`src/rtl/lsu_mem_ctrl.sv`:
```
`default_nettype none
// ============================================================================
// Module   : lsu_mem_ctrl
// Purpose  : Load/store controller between the CPU execute stage and a 32x8
//            data memory. Accepts one request at a time (valid/ready), drives
//            the memory address/write-data/write-strobe, and returns a single
//            cycle response. Adds atomic read-modify-write bit set / bit clear.
// Ports    : Clk, Reset              - clock (rising edge), sync active-high reset
//            Req_valid/Req_ready     - request handshake
//            Req_op                  - 00 LOAD, 01 STORE, 10 SETB, 11 CLRB
//            Req_addr/Req_wdata/Req_bit - byte address, store data, bit index
//            Rsp_valid/Rsp_data/Rsp_err - one-cycle response pulse
//            Mem_Addr/Mem_Wdata/Mem_En  - memory address, write data, write strobe
//            Mem_Rdata               - combinational memory read data
// Options  : `define LSU_PROTECT_EN to reject writes at or above PROT_BASE
// Revision : 1.0 - initial release
// ============================================================================
module lsu_mem_ctrl #(
  parameter int ADDR_W    = 8,
  parameter int DEPTH     = 32,
  parameter int PROT_BASE = 'h18
) (
  input  logic              Clk,
  input  logic              Reset,
  input  logic              Req_valid,
  output logic              Req_ready,
  input  logic [1:0]        Req_op,
  input  logic [ADDR_W-1:0] Req_addr,
  input  logic [7:0]        Req_wdata,
  input  logic [2:0]        Req_bit,
  output logic              Rsp_valid,
  output logic [7:0]        Rsp_data,
  output logic              Rsp_err,
  output logic [4:0]        Mem_Addr,
  output logic [7:0]        Mem_Wdata,
  output logic              Mem_En,
  input  logic [7:0]        Mem_Rdata
);

  localparam int                c_MEM_AW    = 5;
  localparam logic [ADDR_W-1:0] c_DEPTH     = ADDR_W'(DEPTH);
  localparam logic [ADDR_W-1:0] c_PROT_BASE = ADDR_W'(PROT_BASE);

  localparam logic [1:0] c_OP_LOAD  = 2'b00;
  localparam logic [1:0] c_OP_STORE = 2'b01;
  localparam logic [1:0] c_OP_SETB  = 2'b10;

`ifdef LSU_PROTECT_EN
  localparam logic c_PROT_EN = 1'b1;
`else
  localparam logic c_PROT_EN = 1'b0;
`endif

  typedef enum logic [1:0] {
    S_IDLE  = 2'd0,
    S_READ  = 2'd1,
    S_WRITE = 2'd2,
    S_RESP  = 2'd3
  } state_t;

  state_t r_state;
  state_t w_state_nxt;

  logic [1:0]          r_op;
  logic [2:0]          r_bit;
  logic [c_MEM_AW-1:0] r_mem_addr;
  logic [7:0]          r_mem_wdata;
  logic [7:0]          r_rsp_data;
  logic                r_rsp_err;

  logic       w_out_of_range;
  logic       w_protected;
  logic       w_reject;
  logic [7:0] w_bit_mask;
  logic [7:0] w_modified;

  // Full-width compare: any upper address bit set lands out of range.
  assign w_out_of_range = (Req_addr >= c_DEPTH);
  // Only writes are protected; loads from the protected window are allowed.
  assign w_protected    = c_PROT_EN && (Req_op != c_OP_LOAD) && (Req_addr >= c_PROT_BASE);
  assign w_reject       = w_out_of_range || w_protected;

  assign w_bit_mask = 8'b1 << r_bit;
  assign w_modified = (r_op == c_OP_SETB) ? (Mem_Rdata | w_bit_mask)
                                          : (Mem_Rdata & ~w_bit_mask);

  // State register
  always_ff @(posedge Clk) begin
    if (Reset) begin
      r_state <= S_IDLE;
    end else begin
      r_state <= w_state_nxt;
    end
  end

  // Next state and state-decoded outputs
  always_comb begin
    w_state_nxt = r_state;
    Req_ready   = 1'b0;
    Rsp_valid   = 1'b0;
    Mem_En      = 1'b0;
    case (r_state)
      S_IDLE: begin
        Req_ready = 1'b1;
        if (Req_valid) begin
          if (w_reject) begin
            w_state_nxt = S_RESP;
          end else if (Req_op == c_OP_STORE) begin
            w_state_nxt = S_WRITE;
          end else begin
            w_state_nxt = S_READ;
          end
        end
      end
      S_READ: begin
        w_state_nxt = (r_op == c_OP_LOAD) ? S_RESP : S_WRITE;
      end
      S_WRITE: begin
        Mem_En      = 1'b1;
        w_state_nxt = S_RESP;
      end
      S_RESP: begin
        Rsp_valid   = 1'b1;
        w_state_nxt = S_IDLE;
      end
      default: begin
        w_state_nxt = S_IDLE;
      end
    endcase
  end

  // Datapath: request latches, memory drive registers and response registers.
  // Memory address/data only move when entering READ/WRITE so they hold their
  // last values otherwise (rejected requests never touch them).
  always_ff @(posedge Clk) begin
    if (Reset) begin
      r_op        <= 2'b00;
      r_bit       <= 3'b000;
      r_mem_addr  <= '0;
      r_mem_wdata <= 8'h00;
      r_rsp_data  <= 8'h00;
      r_rsp_err   <= 1'b0;
    end else begin
      case (r_state)
        S_IDLE: begin
          if (Req_valid) begin
            r_op  <= Req_op;
            r_bit <= Req_bit;
            if (w_reject) begin
              r_rsp_data <= 8'h00;
              r_rsp_err  <= 1'b1;
            end else begin
              r_mem_addr <= Req_addr[c_MEM_AW-1:0];
              if (Req_op == c_OP_STORE) begin
                r_mem_wdata <= Req_wdata;
              end
            end
          end
        end
        S_READ: begin
          if (r_op == c_OP_LOAD) begin
            r_rsp_data <= Mem_Rdata;
            r_rsp_err  <= 1'b0;
          end else begin
            r_mem_wdata <= w_modified;
          end
        end
        S_WRITE: begin
          // Store data or the modified byte is already in the write register.
          r_rsp_data <= r_mem_wdata;
          r_rsp_err  <= 1'b0;
        end
        default: begin
        end
      endcase
    end
  end

  assign Mem_Addr  = r_mem_addr;
  assign Mem_Wdata = r_mem_wdata;
  assign Rsp_data  = r_rsp_data;
  assign Rsp_err   = r_rsp_err;

endmodule
`default_nettype wire

```
`config.mk`:
```
export PLATFORM = sky130hd
export DESIGN_NAME = lsu_mem_ctrl
export DESIGN_NICKNAME = d
export VERILOG_FILES = /design/src/rtl/lsu_mem_ctrl.sv
export SDC_FILE = /design/constraint.sdc
export NUM_CORES = 1
export LEC_CHECK = 0
export CAP_MARGIN = 20
export CORE_MARGIN = 10
export CORE_UTILIZATION = 35
export DETAILED_ROUTE_END_ITERATION = 10
export MAX_ROUTING_LAYER = met4
export SYNTH_ARGS = -nofsm -noshare
export SYNTH_HDL_FRONTEND = slang
export SYNTH_SLANG_ARGS = --single-unit
```
`constraint.sdc`:
```
create_clock -name Clk -period 2.3 [get_ports Clk]
set_input_delay 0.46 -clock Clk [delete_from_list [all_inputs] [get_ports Clk]]
set_output_delay 0.46 -clock Clk [all_outputs]
set_load 0.05 [all_outputs]
```
After elaboration in Yosys (flattened, before gate mapping):

Index checks and enable logic that the tools add are counted.

* flip-flop bits (word level): 29
* input bits: 32
* output and inout bits: 25
* word-level logic and storage cells: 54

* order comparisons: 1
* equality and inequality tests: 11
* shift operators: 1
* muxes and demuxes: 22
* bitwise logic cells: 4
* reduce and logical (&&, ||, !) cells: 8

Operators with widths (count)
* 2-to-1 mux 8 bit: 8
* one-hot mux 8 bit (3 select lines): 1
* one-hot mux 8 bit (2 select lines): 1
* inequality test 2 bit (second input constant): 6
* bitwise AND 8 bit: 1
* greater-or-equal comparator 8 x 6 -> 1 bit (second input constant): 1
* NOT 8 bit: 1
* bitwise OR 8 bit: 1
* one-hot mux 2 bit (4 select lines): 1
* left shift 1 x 3 -> 8 bit (first input constant): 1
* 2-to-1 mux 1 bit: 7
* equality test 2 bit (second input constant): 3
* 2-to-1 mux 2 bit: 3
* AND reduction 5 bit: 1
* equality test 2 x 1 -> 1 bit (second input constant): 2
* logical NOT 2 bit: 2
* AND reduction 4 bit: 1
* one-hot mux 1 bit (3 select lines): 1
* AND reduction 3 bit: 1
* nonzero test 3 bit: 1
* AND reduction 2 bit: 1
* nonzero test 2 bit: 1
* NOT 1 bit: 1

Longest topological paths before layout:

Gate-level depths: netlist (run 1).

* depth in word-level cells: 6
* depth in mapped cells: 7
* depth with buffers taken out: 6

Worst setup path after synthesis (run 1):

Ideal clock, no wire load.

* path type: register -> register
* start: reg r_state[0]
* end: reg r_mem_addr[0], in the netlist Mem_Addr[0]
* setup time: 0.128 ns
* arrival time: 1.943 ns
* required time: 2.172 ns
* path slack: 0.230 ns
* cell stages (with the launch flop): 8
* buffers on the path: 1
* clock period less this slack: 2.070 ns
* cell sequence: dfxtp_1 -> inv_1 -> ha_1 -> buf_2 -> nand2_1 -> nor2_2 -> mux2i_1 -> nor2_1

* longest elaborated chain between the ends: 2

RTL lines
* start, declared: line 61 `state_t r_state;`
* start signal, assigned: line 92 `r_state <= w_state_nxt;`
* logical NOT 2 bit: line 144 `case (r_state)`
* AND reduction 3 bit (no source line)
* end signal, assigned: line 153 `r_mem_addr <= Req_addr[c_MEM_AW-1:0];`
* end, declared: line 66 `logic [c_MEM_AW-1:0] r_mem_addr;`

No other way between the ends.
A chain may end at the register's enable or synchronous reset.

Worst setup path after layout (run 1):

* start: reg r_state[0]
* end: out Rsp_valid

* longest elaborated chain between the ends: 2

RTL lines
* equality test 2 bit: line 102 `case (r_state)`
* 2-to-1 mux 1 bit: line 102
* end, declared: line 31 `output logic Rsp_valid,`

No other way between the ends.

==> flow_summary.toml, run 1 <==
[status]
outcome = "finished clean"

[sta]
setup_violations = 0
hold_viol = 0
whs_ns = 0.457
finalMaxSlewViolations = 0
finClkSkew_ns = 0.00428
tightest_slew_ns = 0.564
fin_crit_ns = 2.12
min_period_over_period_pct = 92.1
maxSlewHeadroom_pct = 62.1
tns_ns = 0
rsz0062_at_grt = "false"
fmax_ghz = 0.472

[cts]
cts_hold_buf = 0
cts_sinks = 29
tritoncts = "done"
post_cts_resized = 0
postCtsSetupRepairBufs = 0
cts_root_buf = "clkbuf_8"
cts_max_level = 2
clock_path_buffers = 2
clk_pin_slew_ns = 0.06
clk_latency_ns = 0.28
cts_made_buffers = 5

[route]
avgRoutedWirePerCell_um = 15.6
num_vias = 1559
first_pass_iters = 4
vias_per_cell = 5.21
drt_iter0_markers = 115
routed_wl_mm = 4.68
drc = 0
drtAntennaViolNets = 0

[grt]
grt_first_pass_wirelength_mm = 7.61
grt_max_degree = 18
first_global_vias = 1558
gr-total-overflow = 0
grt_use_total_pct = 12.7
antenna_found_initial = 0

[place]
dp_hpwl_mm = 3.67
dp.cells = 292
portBuffers = 56
place_congestion = 0.799

[pwr]
ir_worst_vdd_mv = 0.590
total_leakage_power_uw = 0.000899
p_per_area_nw_per_um2 = 1110

[die]
fp-row-count = 24
core_um2 = 4440
die_y_um = 88.6
io_pins = 57
design.die.area_um2 = 7840
start_util_pct = 37.0
die_w_um = 88.6

[yosys]
yosysWarnings = 0
synth-compound-area-share_pct = 17.4
netlist_area_um2 = 1650
synth_top_family_by_area = "simple AND/OR/NAND/NOR gates"
syn_avg_cell_area_um2 = 8.61
syn_inst = 191
ys_ff_latch = 29
synth_cell_types = 36
synthAdderAreaFrac_pct = 4.56
synthFlopType = "dfxtp_1"
ys_async_sr_fraction_pct = 0
synth_edf_count = 0
synth-seq-area-share_pct = 35.3
synth_fp_nets = 229
synthXorXnorAreaFrac_pct = 0
synthSimpleGateAreaFrac_pct = 27.9
synth_mux_area_share_pct = 9.73

[critical_path]
endpoint_kind = "output pin"
critical_path_arrival_ns = 1.66
path_cells = "ha_1, clkdlybuf4s50_1"
crit_path_top_delay_cell = "clkdlybuf4s50_1"
crit_family = "buffers and inverters"
critPathBufInv = 1
required_ns = 1.84
slowest_delay_ns = 0.80
startpoint = "r_state[0]$_SDFFE_PP0N_"
reg2reg_from = "r_state[0]$_SDFFE_PP0N_"
path_max_fanout = 5
start_kind = "register"
critPathKind = "register to output pin"

[finish]
mostFrequentLayoutCell = "clkdlybuf4s50_1"
fillCellCount = 453
final_nets = 285
mostFrequentLayoutCells = "clkdlybuf4s50_1 (54), dfxtp_1 (29), nor2_1 (17), mux2i_1 (16), nand2_1 (15)"
drive_above_1_share_pct = 8.91
multi_input_area_um2 = 981
n_antenna_cell = 0
areaGrowthSynthToFinish_pct = 43.0
layout.area.seq_um2 = 581
final_cells = 299

[flow_run]
cap_violations = 0

[hold_path]
hold_class = "register to register"
hold_start = "Rsp_data[4]$_SDFFE_PP0P_"
layer usage:
metal	GRT usage, %	vias up	share of wire (%)
met5	-	-	0
met4	4.41	0	1.2
met3	3.77	7	5.2
met2	20.2	44	46
met1	14.9	712	47
li1	-	796	-
kinds of logic after synthesis:
logic type	after synthesis
muxes	16
adders and majority gates	6
and+or+nand+nor	86
AOI/OAI and AO/OA	35
buffers and inverters	19
DFF	29
where the power goes:
part | internal (uW) | leakage, uW | switching [uW]
Combinational | 582 | 0.000619 | 911
Sequential | 596 | 0.000236 | 95.3
Clock | 237 | 0.0000443 | 182
worst reg2reg max path: stages (launching register included):
cell	delay (ns)
dfxtp_1	0.35
inv_1	0.13
ha_1	0.36
nand2_1	0.27
nor2_2	0.36
mux2i_1	0.23
nor2_1	0.05
synthesized netlist by cell type, drive strengths merged (6+ instances only):
cell	instances	area share, %
a21oi	13	4.0
a22o	8	4.3
buf	9	2.8
dfxtp	29	35
ha	6	4.6
mux2i	16	9.7
nand2	16	4.1
nand2b	13	4.9
nand3	13	4.0
nor2	18	4.3
nor3	9	2.7
or4	6	2.7
state kept, by name, summed over array words and instances, names as in the netlist:
name       flops
r_bit          3
r_state        2
Mem_Wdata      8
Mem_Addr       5
Rsp_data       8
r_op           2
Rsp_err        1
path summary, 6_finish.rpt:
kind / slack (ns) / cells past startpoint / to
worst min register to register: 0.46 / 2 / Rsp_data[4]$_SDFFE_PP0P_
worst min-delay path: 0.46 / 2 / Rsp_data[4]$_SDFFE_PP0P_
worst max register to register: 0.43 / 6 / Mem_Addr[2]$_SDFFE_PP0P_
worst max-delay path: 0.18 / 2 / Rsp_valid
through the flow:
stage / worst slack [ns] / util (%) / power (uW) / cell area [um^2]
global route: 0.110 / 52.9 / 2790 / 2350
CTS: 0.163 / 52.9 / 2630 / 2350
finish: 0.182 / 52.9 / 2600 / 2350
global placement: 0.210 / 51.0 / 2200 / 2270
detailed placement: 0.144 / 51.0 / 2210 / 2270
floorplan: 0.230 / - / 1730 / 1650
cell type report:
| class | count | area share [%] |
|---|---|---|
| multi-input combinational | 143 | 41.7 |
| timing repair buffer | 63 | 26.4 |
| sequential | 29 | 24.7 |
| clock buffer | 7 | 3.67 |
| tap | 52 | 2.77 |
| inverter | 5 | 0.798 |
No activity file was read; power rests on OpenSTA's default activity.
==> inputs of run 2 (changes only) <==
--- a/config.mk
+++ b/config.mk
@@ -10,6 +10,9 @@
 export CORE_UTILIZATION = 35
 export DETAILED_ROUTE_END_ITERATION = 10
 export MAX_ROUTING_LAYER = met4
+export PLACE_DENSITY = 0.63
+export SLEW_MARGIN = 20
 export SYNTH_ARGS = -nofsm -noshare
 export SYNTH_HDL_FRONTEND = slang
 export SYNTH_SLANG_ARGS = --single-unit
+export TNS_END_PERCENT = 1
==> run 2 against run 1 <==
Effect of this change: via count increased by 2.4%; sequential share of layout area is 0.078 points lower; total power is 0.19% higher; register-to-register slack improved by 0.02 ns; cell area is 0.32% higher; clock-buffer cell count is 2 lower; routed wire length increased by 2.1%; clock power down 1%; first-iteration DRC count is 29% higher; global-route usage is 0.14 points lower; utilization grew 0.17 points; non-clock buffer count increased by 1; critical endpoint unchanged.
==> flow_summary.toml, run 2 (same netlist as run 1, synthesis figures left out) <==
[die]
core_um2 = 4440
die_w_um = 88.6
die_y_um = 88.6
io_pins = 57
design.die.area_um2 = 7840
fp-row-count = 24
start_util_pct = 37.0

[sta]
finClkSkew_ns = 0.00532
min_period_over_period_pct = 92.4
tns_ns = 0
hold_viol = 0
fmax_ghz = 0.471
tightest_slew_ns = 0.541
finalMaxSlewViolations = 0
final.setup.worst_slack_ns = 0.176
rsz0062_at_grt = "false"
maxSlewHeadroom_pct = 63.6
fin_crit_ns = 2.12
setup_violations = 0

[critical_path]
critical_path_arrival_ns = 1.66
required_ns = 1.84
path_cells = "ha_1, clkdlybuf4s50_1"
start_kind = "register"
slowest_delay_ns = 0.80
crit_path_top_delay_cell = "clkdlybuf4s50_1"
endpoint_kind = "output pin"
critPathKind = "register to output pin"
path_max_fanout = 5

[cts]
cts_root_buf = "clkbuf_8"
clk_pin_slew_ns = 0.07
cts_made_buffers = 5
cts_max_level = 2
tritoncts = "done"
cts_hold_buf = 0
clk_latency_ns = 0.28
post_cts_resized = 0
clock_path_buffers = 2
postCtsSetupRepairBufs = 0
cts_sinks = 29

[finish]
drive_above_1_share_pct = 10.0
final_nets = 286
mostFrequentLayoutCell = "clkdlybuf4s50_1"
n_antenna_cell = 0
mostFrequentLayoutCells = "clkdlybuf4s50_1 (54), dfxtp_1 (29), nor2_1 (17), mux2i_1 (16), nand2_1 (15)"
areaGrowthSynthToFinish_pct = 43.4
final_cells = 301

[route]
drt_iter0_markers = 148
dr_wl_met3_um = 248
num_vias = 1597
vias_per_cell = 5.31
top_layer_used = "met4"
first_pass_iters = 4
avgRoutedWirePerCell_um = 15.9
routed_wl_mm = 4.78
drc = 0
drtAntennaViolNets = 0
route.met2.wl_mm = 2.28
wl_met1_mm = 2.19

[grt]
grt_use_total_pct = 12.5
gr-total-overflow = 0
grt_max_degree = 16
antenna_found_initial = 0
first_global_vias = 1474
grt_first_pass_wirelength_mm = 7.45

[place]
dp_hpwl_mm = 3.66
portBuffers = 56
place_congestion = 0.804
dp.cells = 293
pre_cts_ws_ns = 0.154

[status]
outcome = "finished clean"

[pwr]
ir_worst_vdd_mv = 0.538
p_per_area_nw_per_um2 = 1110
total_leakage_power_uw = 0.000904

[hold_path]
hold_class = "register to register"

[flow_run]
cap_violations = 0
run 2: cell count changes in the layout (fill, tap and decap cells not counted):
cell	previous run	this run
clkinv_2	0	2
buf_4	8	9
clkbuf_1	1	0
clkbuf_8	6	5
clkinvlp_4	0	1
run 2: metal layers:
layer	GRT usage, %	vias up
li1	-	803
met1	14.8	744
met2	19.6	42
met3	3.95	8
met4	4.55	0
met5	-	-
run 2: worst paths after layout:
check | cells after the start | to | from | slack [ns]
max | 2 | Rsp_valid | r_state[0]$_SDFFE_PP0N_ | 0.18
min | 2 | Rsp_data[3]$_SDFFE_PP0P_ | Rsp_data[3]$_SDFFE_PP0P_ | 0.45
max reg2reg | 6 | Mem_Wdata[1]$_SDFFE_PP0P_ | r_state[1]$_SDFFE_PP0N_ | 0.45
min reg2reg | 2 | Rsp_data[3]$_SDFFE_PP0P_ | Rsp_data[3]$_SDFFE_PP0P_ | 0.45
run 2: area by class of cell:
cell class	instances	area, um^2
flip-flops and latches	29	581
inverters	5	18.8
fillers	438	2080
well taps	52	65.1
repair buffers	64	628
clock inverters	3	17.5
clock buffers	5	68.8
multi-input cells	143	981
run 2: report_power, final:
part / leakage (uW) / switching [uW] / total [uW] / internal [uW]
registers: 0.000236 / 98.5 / 695 / 596
clock network: 0.0000439 / 205 / 413 / 208
logic: 0.000624 / 917 / 1500 / 584
run 2: per-stage QoR:
step                utilization (%)  cell area [um^2]  power [uW]  hold slack, ns
finish                         53.1              2360        2610           0.453
CTS                            53.1              2360        2620           0.453
global route                   53.1              2360        2760           0.470
detailed placement             51.2              2270        2210           0.445
global placement               51.2              2270        2200           0.442
floorplan                         -              1650        1730           0.449
run 2: critical path: cells and delay by family, from the launching register on:
kind	cells	cell delay (ns)
flip-flops	1	0.41
adder cells (fa/ha/maj)	1	0.17
buffers and inverters	1	0.80
==> inputs of run 3 (changes only) <==
--- a/config.mk
+++ b/config.mk
@@ -6,8 +6,10 @@
 export NUM_CORES = 1
 export LEC_CHECK = 0
 export CAP_MARGIN = 20
+export CORE_ASPECT_RATIO = 0.75
 export CORE_MARGIN = 10
 export CORE_UTILIZATION = 35
+export CTS_BUF_LIST = sky130_fd_sc_hd__clkbuf_16
 export DETAILED_ROUTE_END_ITERATION = 10
 export MAX_ROUTING_LAYER = met4
 export PLACE_DENSITY = 0.63
==> run 3 against run 2 <==
Effect of this change: sequential share of layout area shrank 0.45 points; worst hold slack gained 0.0011 ns; critical path depth is the same; first-iteration DRC count shrank 38%; sequential power is essentially flat; critical path type unchanged; largest cell class unchanged; highest routed layer unchanged.
==> flow_summary.toml, run 3 (same netlist as run 1, synthesis figures left out) <==
[finish]
n_antenna_cell = 0
areaGrowthSynthToFinish_pct = 46.1
fillCellCount = 411
final_nets = 284
fin_area_um2 = 2400
mostFrequentLayoutCells = "clkdlybuf4s50_1 (54), dfxtp_1 (29), nor2_1 (17), mux2i_1 (16), nand2_1 (15)"
drive_above_1_share_pct = 8.91
mostFrequentLayoutCell = "clkdlybuf4s50_1"

[critical_path]
critPathBufInv = 1
endpoint_kind = "output pin"
critical_path_arrival_ns = 1.66
start_kind = "register"
slowest_delay_ns = 0.80
required_ns = 1.84
crit_family = "buffers and inverters"
crit_path_top_delay_cell = "clkdlybuf4s50_1"
critPathKind = "register to output pin"
path_max_fanout = 5
path_cells = "ha_1, clkdlybuf4s50_1"

[die]
fp-row-count = 21
die_y_um = 79.4
start_util_pct = 36.6
io_pins = 57
design.die.area_um2 = 7870
die_w_um = 99.2
core_um2 = 4490

[pwr]
p_sw_uw = 1210
p_per_area_nw_per_um2 = 1150
swShare_pct = 43.6
comb_power_share_pct = 53.0
total_leakage_power_uw = 0.000925
seqPwrFrac_pct = 25.1
clock_power_share_pct = 21.9
ir_worst_vdd_mv = 1.02
p_int_uw = 1560

[cts]
postCtsSetupRepairBufs = 0
cts_made_buffers = 5
clock_path_buffers = 2
cts_root_buf = "clkbuf_16"
post_cts_resized = 0
tritoncts = "done"
clk_latency_ns = 0.27
cts_hold_buf = 0
clk_pin_slew_ns = 0.05
cts_sinks = 29
cts_max_level = 2

[sta]
fin_crit_ns = 2.12
hold_viol = 0
setup_violations = 0
maxSlewHeadroom_pct = 61.6
finalMaxSlewViolations = 0
min_period_over_period_pct = 92.2
tightest_slew_ns = 0.571
rsz0062_at_grt = "false"
fmax_ghz = 0.472
tns_ns = 0
whs_ns = 0.454
finClkSkew_ns = 0.00530

[route]
first_pass_iters = 4
num_vias = 1541
drtAntennaViolNets = 0
routed_wl_mm = 4.66
drt_iter0_markers = 92
vias_per_cell = 5.07
avgRoutedWirePerCell_um = 15.3
drc = 0

[grt]
first_global_vias = 1486
grt_max_degree = 21
grt_use_total_pct = 12.3
gr-total-overflow = 0
antenna_found_initial = 0
grt_first_pass_wirelength_mm = 7.61

[place]
dp_hpwl_mm = 3.62
place_area_um2 = 2260
place_congestion = 0.767
portBuffers = 56

[flow_run]
cap_violations = 0

[status]
outcome = "finished clean"

[hold_path]
hold_class = "register to register"
## run 3: area by class of cell
class	count	area, um^2	area share [%]
clock buffer	5	125	5.21
clock inverter	3	13.8	0.573
inverter	5	18.8	0.781
multi-input combinational	143	981	40.8
sequential	29	581	24.2
tap	57	71.3	2.97
timing repair buffer	62	613	25.5
## run 3: power by group through the flow
stage / Clock [uW] / Combinational [uW] / Sequential (uW)
after floorplan: 0 / 861 / 867
after global placement: 0 / 1460 / 703
after detailed placement: 0 / 1470 / 704
after CTS: 620 / 1480 / 694
after global routing: 644 / 1600 / 713
final: 605 / 1470 / 694
## run 3: metal layers
metal | vias to the layer above | global-route usage (%) | part of all wire [%]
li1 | 797 | - | -
met4 | 0 | 4.29 | 1.4
met3 | 7 | 4.24 | 6.4
met5 | - | - | 0
met1 | 689 | 16.4 | 51
met2 | 48 | 16.5 | 41
## run 3: stage by stage
| stage | cells | setup WS, ns | util (%) | total power (uW) |
|---|---|---|---|---|
| after floorplan | 191 | 0.230 | - | 1730 |
| after global placement | 296 | 0.179 | 50.4 | 2160 |
| after detailed placement | 296 | 0.151 | 50.4 | 2170 |
| after CTS | 304 | 0.158 | 53.5 | 2790 |
| after global routing | 304 | 0.105 | 53.5 | 2950 |
| final | 304 | 0.180 | 53.5 | 2760 |
## run 3: final timing paths
check / start / end / slack, ns / depth (start not counted)
max: r_state[0]$_SDFFE_PP0N_ / Rsp_valid / 0.18 / 2
min: Rsp_data[1]$_SDFFE_PP0P_ / Rsp_data[1]$_SDFFE_PP0P_ / 0.45 / 2
max reg2reg: r_state[1]$_SDFFE_PP0N_ / Mem_Wdata[2]$_SDFFE_PP0P_ / 0.30 / 6
min reg2reg: Rsp_data[1]$_SDFFE_PP0P_ / Rsp_data[1]$_SDFFE_PP0P_ / 0.45 / 2
## run 3: worst reg2reg max path: cells and delay by family (launching register included)
kind	cells	cell delay (ns)
flops	1	0.41
simple gates	2	0.62
mux	1	0.15
buf+inv	2	0.43
fa+ha+maj	1	0.33
